===== config.mk =====
export PLATFORM = sky130hd
export DESIGN_NAME = load_store_unit_flat
export DESIGN_NICKNAME = d
export VERILOG_FILES = /design/src/rtl/lsu_pkg.sv /design/src/rtl/lsu_if.sv /design/src/rtl/lsu_align.sv /design/src/rtl/load_store_unit.sv /design/src/flat_wrapper.sv
export SDC_FILE = /design/constraint.sdc
export NUM_CORES = 1
export LEC_CHECK = 0
export BUFFER_PORTS_ARGS = -buffer_cell sky130_fd_sc_hd__buf_2
export CORE_MARGIN = 8
export CORE_UTILIZATION = 35
export DETAILED_ROUTE_END_ITERATION = 6
export PLACE_DENSITY = 0.57
export SLEW_MARGIN = 20
export SYNTH_ARGS = -nofsm -noshare
export SYNTH_HDL_FRONTEND = slang
export SYNTH_SLANG_ARGS = --single-unit
export TNS_END_PERCENT = 50

===== constraint.sdc =====
create_clock -name clk -period 2.38 [get_ports clk]
set_input_delay 0.357 -clock clk [delete_from_list [all_inputs] [get_ports clk]]
set_output_delay 0.357 -clock clk [all_outputs]
set_load 0.02 [all_outputs]

===== src/rtl/lsu_pkg.sv =====
// Shared definitions for the load/store unit.
//   lsuState_t : controller state encoding (IDLE/REQ/WAIT/DONE)
//   F3_*       : RV32I load/store funct3 encodings (size + sign)
package lsu_pkg;

    typedef enum logic [1:0] {
        ST_IDLE = 2'd0,
        ST_REQ  = 2'd1,
        ST_WAIT = 2'd2,
        ST_DONE = 2'd3
    } lsuState_t;

    localparam logic [2:0] F3_B  = 3'b000;
    localparam logic [2:0] F3_H  = 3'b001;
    localparam logic [2:0] F3_W  = 3'b010;
    localparam logic [2:0] F3_BU = 3'b100;
    localparam logic [2:0] F3_HU = 3'b101;

endpackage


===== src/rtl/lsu_if.sv =====
// Data-bus interface between the load/store unit and memory.
//   master : LSU side  (drives req/we/addr/be/wdata, receives gnt/rvalid/rdata/err)
//   slave  : memory side
interface lsu_if;
    logic        bus_req;
    logic        bus_we;
    logic [31:0] bus_addr;
    logic [3:0]  bus_be;
    logic [31:0] bus_wdata;
    logic        bus_gnt;
    logic        bus_rvalid;
    logic [31:0] bus_rdata;
    logic        bus_err;

    modport master (
        output bus_req, bus_we, bus_addr, bus_be, bus_wdata,
        input  bus_gnt, bus_rvalid, bus_rdata, bus_err
    );

    modport slave (
        input  bus_req, bus_we, bus_addr, bus_be, bus_wdata,
        output bus_gnt, bus_rvalid, bus_rdata, bus_err
    );
endinterface


===== src/rtl/lsu_align.sv =====
// Combinational lane logic for the load/store unit.
//   funct3/addrLo/isStore/storeData -> byteEn, wdata, misalign (request side, live)
//   rspFunct3/rspAddrLo/rdata       -> loadData (response side, latched request info)
module lsu_align
    import lsu_pkg::*;
(
    input  logic [2:0]  funct3,
    input  logic [1:0]  addrLo,
    input  logic        isStore,
    input  logic [31:0] storeData,
    output logic [3:0]  byteEn,
    output logic [31:0] wdata,
    output logic        misalign,
    input  logic [2:0]  rspFunct3,
    input  logic [1:0]  rspAddrLo,
    input  logic [31:0] rdata,
    output logic [31:0] loadData
);
    logic        illegal;
    logic        unaligned;
    logic [31:0] lane;

    always_comb begin
        byteEn    = '0;
        wdata     = storeData;
        unaligned = 1'b0;
        case (funct3[1:0])
            2'b00: begin
                byteEn = 4'b0001 << addrLo;
                wdata  = {4{storeData[7:0]}};
            end
            2'b01: begin
                byteEn    = 4'b0011 << addrLo;
                wdata     = {2{storeData[15:0]}};
                unaligned = addrLo[0];
            end
            2'b10: begin
                byteEn    = 4'b1111;
                unaligned = (addrLo != 2'b00);
            end
            default: byteEn = '0;
        endcase

        // Stores only have unsigned-free encodings B/H/W; loads reject 011/110/111.
        if (isStore)
            illegal = funct3[2] || (funct3[1:0] == 2'b11);
        else
            illegal = (funct3 == 3'b011) || (funct3 == 3'b110) || (funct3 == 3'b111);

        misalign = illegal || unaligned;
    end

    always_comb begin
        lane = rdata >> {rspAddrLo, 3'b000};
        case (rspFunct3)
            F3_B:    loadData = {{24{lane[7]}}, lane[7:0]};
            F3_H:    loadData = {{16{lane[15]}}, lane[15:0]};
            F3_BU:   loadData = {24'b0, lane[7:0]};
            F3_HU:   loadData = {16'b0, lane[15:0]};
            default: loadData = lane;
        endcase
    end
endmodule


===== src/rtl/load_store_unit.sv =====
// Memory-stage load/store engine.
//   clk, rst (async, active-low)
//   MemReadM/MemWriteM/funct3M/ALUResultM/WriteDataM : EX/MEM request
//   ReadDataM : extended load data to MEM/WB (held between loads)
//   StallM    : pipeline freeze while a transfer is outstanding
//   MisalignM : 1-cycle pulse for misaligned/illegal access (no bus transfer)
//   BusErrM   : 1-cycle pulse in DONE for bus error or timeout
//   bus       : data bus master (req/gnt/rvalid handshake)
module load_store_unit
    import lsu_pkg::*;
#(
    parameter int unsigned XLEN        = 32,
    parameter int unsigned TIMEOUT_CYC = 255
) (
    input  logic            clk,
    input  logic            rst,
    input  logic            MemReadM,
    input  logic            MemWriteM,
    input  logic [2:0]      funct3M,
    input  logic [XLEN-1:0] ALUResultM,
    input  logic [XLEN-1:0] WriteDataM,
    output logic [XLEN-1:0] ReadDataM,
    output logic            StallM,
    output logic            MisalignM,
    output logic            BusErrM,
    lsu_if.master           bus
);
    localparam int unsigned CW = (TIMEOUT_CYC > 2) ? $clog2(TIMEOUT_CYC) : 1;
    // Abort on the edge where the counter would reach TIMEOUT_CYC-1, so the
    // whole transfer (IDLE cycle included) stalls exactly TIMEOUT_CYC cycles.
    localparam logic [CW-1:0] TO_LAST = CW'(TIMEOUT_CYC - 2);

    lsuState_t   state, nextState;
    logic [CW-1:0] cnt;
    logic [2:0]  rspFunct3;
    logic [1:0]  rspOff;
    logic        rspLoad;
    logic        stallC, misC, respond, abort, timeoutHit, leaveIdle;
    logic [3:0]  alignBe;
    logic [31:0] alignWdata, loadData;
    logic        alignMis;

    lsu_align uAlign (
        .funct3    (funct3M),
        .addrLo    (ALUResultM[1:0]),
        .isStore   (MemWriteM),
        .storeData (WriteDataM),
        .byteEn    (alignBe),
        .wdata     (alignWdata),
        .misalign  (alignMis),
        .rspFunct3 (rspFunct3),
        .rspAddrLo (rspOff),
        .rdata     (bus.bus_rdata),
        .loadData  (loadData)
    );

    assign timeoutHit = (cnt == TO_LAST);

    always_comb begin
        nextState = state;
        stallC    = 1'b0;
        misC      = 1'b0;
        respond   = 1'b0;
        abort     = 1'b0;
        case (state)
            ST_IDLE: begin
                if (MemReadM || MemWriteM) begin
                    if (alignMis) begin
                        misC = 1'b1;
                    end else begin
                        stallC    = 1'b1;
                        nextState = ST_REQ;
                    end
                end
            end
            ST_REQ: begin
                stallC = 1'b1;
                if (bus.bus_gnt && bus.bus_rvalid) begin
                    respond   = 1'b1;
                    nextState = ST_DONE;
                end else if (timeoutHit) begin
                    abort     = 1'b1;
                    nextState = ST_DONE;
                end else if (bus.bus_gnt) begin
                    nextState = ST_WAIT;
                end
            end
            ST_WAIT: begin
                stallC = 1'b1;
                if (bus.bus_rvalid) begin
                    respond   = 1'b1;
                    nextState = ST_DONE;
                end else if (timeoutHit) begin
                    abort     = 1'b1;
                    nextState = ST_DONE;
                end
            end
            default: nextState = ST_IDLE;
        endcase
    end

    // Gated so that outputs read 0 while reset is held even with a request pending.
    assign StallM    = rst && stallC;
    assign MisalignM = rst && misC;
    assign leaveIdle = (state == ST_IDLE) && (nextState == ST_REQ);

    always_ff @(posedge clk or negedge rst) begin
        if (!rst) begin
            state         <= ST_IDLE;
            cnt           <= '0;
            rspFunct3     <= '0;
            rspOff        <= '0;
            rspLoad       <= 1'b0;
            ReadDataM     <= '0;
            BusErrM       <= 1'b0;
            bus.bus_req   <= 1'b0;
            bus.bus_we    <= 1'b0;
            bus.bus_addr  <= '0;
            bus.bus_be    <= '0;
            bus.bus_wdata <= '0;
        end else begin
            state   <= nextState;
            BusErrM <= abort || (respond && bus.bus_err);

            if (leaveIdle) begin
                bus.bus_req   <= 1'b1;
                bus.bus_we    <= MemWriteM;
                bus.bus_addr  <= {ALUResultM[31:2], 2'b00};
                bus.bus_be    <= alignBe;
                bus.bus_wdata <= alignWdata;
                rspFunct3     <= funct3M;
                rspOff        <= ALUResultM[1:0];
                rspLoad       <= !MemWriteM;
                cnt           <= '0;
            end else if (state == ST_REQ || state == ST_WAIT) begin
                cnt <= cnt + 1'b1;
            end

            if (state == ST_REQ && nextState != ST_REQ)
                bus.bus_req <= 1'b0;

            if (misC || abort || (respond && bus.bus_err))
                ReadDataM <= '0;
            else if (respond && rspLoad)
                ReadDataM <= loadData;
        end
    end
endmodule

===== src/flat_wrapper.sv =====
// flat-port wrapper written by rule: the top's interface ports become plain ports
module load_store_unit_flat import lsu_pkg::*;
#(
    parameter int unsigned XLEN        = 32,
    parameter int unsigned TIMEOUT_CYC = 255
)
  (clk, rst, MemReadM, MemWriteM, funct3M, ALUResultM, WriteDataM, ReadDataM, StallM, MisalignM, BusErrM, bus_bus_req, bus_bus_we, bus_bus_addr, bus_bus_be, bus_bus_wdata, bus_bus_gnt, bus_bus_rvalid, bus_bus_rdata, bus_bus_err);
  lsu_if bus_i ();
  input  logic clk;
  input  logic rst;
  input  logic MemReadM;
  input  logic MemWriteM;
  input  logic [2:0] funct3M;
  input  logic [XLEN-1:0] ALUResultM;
  input  logic [XLEN-1:0] WriteDataM;
  output logic [XLEN-1:0] ReadDataM;
  output logic StallM;
  output logic MisalignM;
  output logic BusErrM;
  output wire logic [$bits(bus_i.bus_req)-1:0] bus_bus_req;
  output wire logic [$bits(bus_i.bus_we)-1:0] bus_bus_we;
  output wire logic [$bits(bus_i.bus_addr)-1:0] bus_bus_addr;
  output wire logic [$bits(bus_i.bus_be)-1:0] bus_bus_be;
  output wire logic [$bits(bus_i.bus_wdata)-1:0] bus_bus_wdata;
  input wire logic [$bits(bus_i.bus_gnt)-1:0] bus_bus_gnt;
  input wire logic [$bits(bus_i.bus_rvalid)-1:0] bus_bus_rvalid;
  input wire logic [$bits(bus_i.bus_rdata)-1:0] bus_bus_rdata;
  input wire logic [$bits(bus_i.bus_err)-1:0] bus_bus_err;
  assign bus_bus_req = bus_i.bus_req;
  assign bus_bus_we = bus_i.bus_we;
  assign bus_bus_addr = bus_i.bus_addr;
  assign bus_bus_be = bus_i.bus_be;
  assign bus_bus_wdata = bus_i.bus_wdata;
  assign bus_i.bus_gnt = bus_bus_gnt;
  assign bus_i.bus_rvalid = bus_bus_rvalid;
  assign bus_i.bus_rdata = bus_bus_rdata;
  assign bus_i.bus_err = bus_bus_err;
  load_store_unit #(.XLEN(XLEN), .TIMEOUT_CYC(TIMEOUT_CYC)) u_core (.clk(clk), .rst(rst), .MemReadM(MemReadM), .MemWriteM(MemWriteM), .funct3M(funct3M), .ALUResultM(ALUResultM), .WriteDataM(WriteDataM), .ReadDataM(ReadDataM), .StallM(StallM), .MisalignM(MisalignM), .BusErrM(BusErrM), .bus(bus_i));
endmodule

# Yosys cells after proc, flatten, opt, wreduce, memory -nomap -nowiden

Index checks and enable logic that the tools add are counted.

Register bits after elaboration: 117
Output and inout bits: 105

Add/subtract/negate cells: 1
Eq/ne operators: 14
Shift operators: 3
Muxes and demuxes: 32
Reduce and logical (&&, ||, !) cells: 25

Operators by type and width:

| operator            | count |
|---|---|
| $pmux 32 s4         | 1 |
| $mux 32             | 2 |
| $pmux 32 s2         | 1 |
| $shr 32x5->32       | 1 |
| $mux 8              | 2 |
| $mux 2              | 7 |
| $mux 1              | 13 |
| $eq 3x3->1 const B  | 4 |
| $pmux 4 s3          | 1 |
| $logic_or 1x1->1    | 9 |
| $add 8x1->8 const B | 1 |
| $eq 8x8->1 const B  | 1 |
| $pmux 1 s2          | 4 |
| $reduce_bool 2->1   | 4 |
| $logic_and 1x1->1   | 7 |
| $eq 2x1->1 const B  | 3 |
| $eq 2x2->1 const B  | 3 |
| $pmux 2 s3          | 1 |
| $logic_not 2->1     | 2 |
| $shl 1x2->4 const A | 1 |
| $shl 2x2->4 const A | 1 |
| $eq 3x1->1 const B  | 1 |
| $eq 3x2->1 const B  | 1 |
| $logic_not 3->1     | 1 |
| other kinds (3)     | 3 |

# Depth between registers and ports, before layout

Word-level depth: 12
Mapped depth: 9
Gate-level depth less buffers: 7

# Hierarchy

From an unflattened synthesis, not the netlist that was laid out.

Cells, all modules: 560
Area, all modules: 6326.1 µm²

Modules (own cells, without submodules):

| module          | times used | cells each | area an instance (µm²) | seq. area each (µm²) |
|---|---|---|---|---|
| load_store_unit | 1          | 378        | 5112.4                 | 2927.8 |
| lsu_align       | 1          | 182        | 1213.7                 | 0.0 |

# Worst setup path after synthesis

OpenSTA, ideal clock, no wires.

Path type: input to register
Start: input port funct3M[0]
End: register u_core.bus.bus_addr[10]
Setup time: 0.125 ns
Data arrival time: 2.120 ns
Required time: 2.255 ns
Path slack: 0.135 ns
Stages: 9
Path through: inv_1 > ha_1 > o211ai_1 > and4b_4 > a2111oi_4 > nor4_2 > buf_6 > buf_12 > mux2_4

Word-level cells in the longest chain between the ends: 10
Elaborated cells between the ends (all ways): 17
Classes of those cells: 7 x eq/ne; 5 x mux; 5 x reduce/logical

Ends and longest elaborated chain:

| item                                     | RTL line               | RTL |
|---|---|---|
| start, declared                          | flat_wrapper.sv:13     | `input logic [2:0] funct3M;` |
| $eq 3x2->1 or $eq 3x3->1 (tied branches) | lsu_align.sv:48        | `illegal = (funct3 == 3'b011) \|\| (funct3 == 3'b110) \|\| (funct3 == 3'b111);` |
| $logic_or 1x1->1 (2 in series)           | lsu_align.sv:48        |  |
| $mux 1                                   | lsu_align.sv:45        | `if (isStore)` |
| $logic_or 1x1->1 (*)                     | lsu_align.sv:50        | `misalign = illegal \|\| unaligned;` |
| $mux 2 (*)                               | load_store_unit.sv:68  | `if (alignMis) begin` |
| $mux 2 (*)                               | load_store_unit.sv:67  | `if (MemReadM \|\| MemWriteM) begin` |
| $pmux 2 s3 (*)                           | load_store_unit.sv:65  | `case (state)` |
| $eq 2x1->1 (*)                           | load_store_unit.sv:105 | `assign leaveIdle = (state == ST_IDLE) && (nextState == ST_REQ);` |
| $logic_and 1x1->1 (*)                    | load_store_unit.sv:105 |  |
| end signal, assigned                     | load_store_unit.sv:128 | `bus.bus_addr <= {ALUResultM[31:2], 2'b00};` |
| end, declared                            | lsu_if.sv:16           | `output bus_req, bus_we, bus_addr, bus_be, bus_wdata,` |

Every way passes the cells marked *; elsewhere a longest branch is shown, timed or not.
A chain may end at the register's enable or synchronous reset.

# Worst setup path after layout

Start: register u_core.state[1]
End: register u_core.bus.bus_req

Word-level cells in the longest chain between the ends: 7
Elaborated cells between the ends (all ways): 17
Classes of those cells: 4 x eq/ne; 9 x mux; 4 x reduce/logical

Ends and longest elaborated chain:

| item                                        | RTL line                                       | RTL |
|---|---|---|
| start, declared                             | load_store_unit.sv:33                          | `lsuState_t state, nextState;` |
| start signal, assigned                      | load_store_unit.sv:122                         | `state <= nextState;` |
| $mux 2                                      | load_store_unit.sv:84                          | `end else if (bus.bus_gnt) begin` |
| $mux 2                                      | load_store_unit.sv:81                          | `end else if (timeoutHit) begin` |
| $mux 2                                      | load_store_unit.sv:78                          | `if (bus.bus_gnt && bus.bus_rvalid) begin` |
| $pmux 2 s3                                  | load_store_unit.sv:65                          |  |
| $ne 2x1->1 or $eq 2x1->1 (tied branches)    | load_store_unit.sv:139, load_store_unit.sv:105 |  |
| $logic_and 1x1->1 (on tied branches)        | load_store_unit.sv:139, load_store_unit.sv:105 |  |
| $mux 1 or $reduce_bool 2->1 (tied branches) | -                                              |  |
| end signal, assigned                        | load_store_unit.sv:116                         | `bus.bus_req <= 1'b0;` |
| end signal, assigned                        | load_store_unit.sv:126                         | `bus.bus_req <= 1'b1;` |
| end signal, assigned                        | load_store_unit.sv:140                         | `bus.bus_req <= 1'b0;` |
| end, declared                               | lsu_if.sv:16                                   |  |

Several ways; a longest one is shown, not always the timed one.

==> impl_metrics.py <==
metrics = {
    "run_status": {
        "outcome": "completed",
    },
    "sta": {
        "final-setup-viol-count": 0,
        "worst_slew_margin_rel_pct": 45.3,
        "fin_ws_ns": 0.0473,
        "finalMaxSlewViolations": 0,
        "finalClockSkew_ns": 0.00844,
        "timing_hold_violations_final": 0,
        "layout_worst_path_cycle_share_pct": 98.0,
        "post-route-min-period_ns": 2.33,
        "maxClockFrequency_mhz": 429,
        "worst_slew_pin_slew_ns": 0.821,
        "setup_total_negative_slack_ns": 0,
    },
    "floorplan": {
        "pin_count": 211,
        "starting_utilization_of_the_core_area_pct": 35.5,
        "rows": 48,
        "coreArea_um2": 17200,
        "dieArea_um2": 21900,
        "die_height_um": 148,
        "die_width_um": 148,
    },
    "synth": {
        "netlist_top_cells_count": "dfrtp_1 (117), mux2_4 (70), nand2_1 (38)",
        "ys_seq_elements": 117,
        "avgSynthCellArea_um2": 12.0,
        "ys_seq_area_share_pct": 48.0,
        "async_reset_ff_share_pct": 100,
        "yosys-top-cells-area": "dfrtp_1 (48%), mux2_4 (17%), mux2i_1 (3.4%), a211oi_1 (2.8%), a21oi_1 (2.4%)",
        "synthesis.area_um2": 6100,
        "synth_cell_types": 50,
        "netlist_instances": 510,
        "synthMostInstantiatedCell": "dfrtp_1",
        "yosys_warnings": 0,
        "postSynth.topFlopCell": "dfrtp_1",
        "synth_top_area_cell": "dfrtp_1",
        "synth_edf_count": 0,
        "post-synth-top-area-fraction_pct": 48.0,
    },
    "grt": {
        "global_route.overflow_total": 0,
        "via_count_of_the_first_global_routing_pass": 5211,
        "pin_count_of_the_biggest_net_entering_global_routing": 65,
        "groute.usage.overall_pct": 15.8,
        "grt_first_pass_wirelength_um": 27500,
        "grt_antenna_before_repair": 0,
    },
    "worst_setup_path": {
        "cp_data_arrival_time_ns": 2.63,
        "cp_data_required_time_ns": 2.68,
        "cp_max_fo": 5,
        "setup.worst_path.end_class": "flop",
        "critical_path_class": "flop to flop",
        "worstSetupStartpointType": "flop",
    },
    "pwr": {
        "power.share.combinational_pct": 50.8,
        "total_power_mw": 12.5,
        "switching_power_total_mw": 4.76,
        "cellLeakagePower_nw": 4.18,
        "ir_worst_vdd_mv": 0.742,
        "share_seq_of_total_power_pct": 28.6,
        "intPower_mw": 7.79,
        "clock_power_share_pct": 20.7,
        "cellPowerDensity_nw_per_um2": 1490,
        "power.switching_fraction_pct": 37.9,
    },
    "drt": {
        "detail-route-antenna-nets": 0,
        "drc_errors": 0,
        "number_of_iterations_in_the_first_detailed_routing_pass": 4,
        "route.final.wire_length_um": 18400,
        "vias": 4906,
        "detail_route.vias_per_cell": 4.97,
        "drtIter0Drc": 279,
        "post_drt_wl_per_cell_um": 18.6,
    },
    "cts": {
        "clock_path_buffers": 2,
        "clock_sinks": 117,
        "cts_tree": "built",
        "root_buffer": "clkbuf_16",
        "source_to_sink_clock_delay_at_the_later_pin_of_the_worst_skew_pair_ns": 0.41,
        "cts.htree.levels": 4,
        "tritoncts.num_buffers": 17,
        "clk_pin_slew_worst_setup_hold_paths_ns": 0.06,
    },
    "finish": {
        "finalCoreUtilization_pct": 48.9,
        "nNetsFinal": 866,
        "antenna-diode-count": 0,
        "post_route_cells_drive_above_1_share_pct": 50.7,
        "syn2layout_area_growth_pct": 37.7,
        "multi_input_comb_area_um2": 2940,
        "n_fill_cell": 1640,
        "seq_area_um2": 2930,
    },
    "placement": {
        "dp_hpwl_um": 13100,
        "gp_routability_congestion": 0.819,
        "placement.io_buffers": 208,
        "place_ws_ns": -0.115,
    },
    "worst_hold_path": {
        "hold_path_class": "input pin to flop",
    },
    "run": {
        "timing.max_cap.violations": 0,
    },
}
==> power groups by stage <==
stage	clock network (mW)	logic (mW)	registers, mW
final	2.59	6.37	3.59
after global routing	2.76	6.82	3.70
after CTS	2.66	5.74	3.57
after detailed placement	0	5.72	3.58
after global placement	0	5.60	3.56
after floorplan	0	3.28	4.38
==> logic make-up after synthesis <==
family | count (synthesis) | synth area share, %
flops | 117 | 48.0
compound gates | 106 | 11.4
buf+inv | 46 | 5.37
other cells | 1 | 0.0615
fa+ha+maj | 10 | 2.05
simple gates | 122 | 9.58
xor+xnor | 7 | 1.01
mux | 101 | 22.5
==> metrics by stage <==
stage	cells	area [um^2]	hold WS [ns]
floorplan	511	6100	0.0614
finish	988	8400	0.180
global placement	935	7400	0.169
CTS	968	8020	0.161
global route	988	8400	0.160
detailed placement	935	7400	0.168
==> per-layer routing <==
layer	wire (um)	vias to the layer above	track usage [%]	share of wire, %
li1	-	2306	-	-
met1	7840	2414	18.7	43
met2	9090	157	27.0	49
met3	1060	29	4.37	5.8
met4	376	0	5.97	2.0
met5	0	-	0	0
==> cell usage in the layout, fill, tap and decap left out, types with 5 or more instances in the layout <==
cell	Yosys	routed
mux2i_1	21	21
inv_1	7	5
clkbuf_16	0	23
o21ai_0	19	19
mux2_2	8	8
a211oi_1	23	23
nor2b_1	9	8
nor2_1	34	32
nand2_1	38	38
a21oi_1	29	27
clkinv_2	0	6
a22o_1	8	8
a31oi_1	8	8
nor3_1	9	9
buf_4	4	32
a22oi_1	8	8
nand3_1	12	12
ha_1	10	7
buf_6	3	7
dfrtp_1	117	114
buf_2	3	207
mux2_4	70	70
==> repair_timing <==
item                       4_1_cts  5_1_grt
setup endpoints to repair       68      104
pin swaps                        0        4
hold buffers                     1        0
setup buffers                    0       11
hold endpoints to repair         2        0
gates cloned                     0        9
gates resized for setup          2       31
==> worst paths after layout <==
kind                                 startpoint                      end  slack, ns  depth (start not counted)
max                             u_core.state[1]       u_core.bus.bus_req       0.05                         12
min                              ALUResultM[30]  u_core.bus.bus_addr[30]       0.18                          2
max reg2reg                     u_core.state[1]       u_core.bus.bus_req       0.05                         12
min reg2reg                u_core.bus.bus_be[0]     u_core.bus.bus_be[0]       0.48                          1
max in group asynchronous                   rst  u_core.bus.bus_addr[12]       1.08                          3
min in group asynchronous                   rst          u_core.state[1]       0.29                          2
==> worst max-delay path: stages, from the launching register on <==
cell	delay (ns)
dfrtp_2	0.43
inv_2	0.08
ha_4	0.19
nor2_4	0.15
nor3_4	0.06
a2111oi_4	0.41
nor4_4	0.10
buf_6	0.14
buf_6	0.13
buf_4	0.13
buf_6	0.12
buf_4	0.13
o21a_1	0.16
==> flip-flops by register name (all words and copies together) (netlist names) <==
signal                count
u_core.rspLoad            1
u_core.state              2
u_core.rspFunct3          3
u_core.bus.bus_we         1
u_core.cnt                8
u_core.bus.bus_req        1
u_core.bus.bus_addr      30
u_core.bus.bus_be         4
u_core.bus.bus_wdata     32
u_core.ReadDataM         32
u_core.rspOff             2
u_core.BusErrM            1
==> area by class of cell <==
| cell class | instances | share of cell area, % |
|---|---|---|
| clock inverter | 10 | 1.52 |
| inverter | 7 | 0.343 |
| sequential | 117 | 34.9 |
| tap | 225 | 3.35 |
| multi-input combinational | 348 | 35.0 |
| clock buffer | 22 | 5.64 |
| timing repair buffer | 259 | 19.3 |
Note: power is estimated with default switching activity, not from simulation.
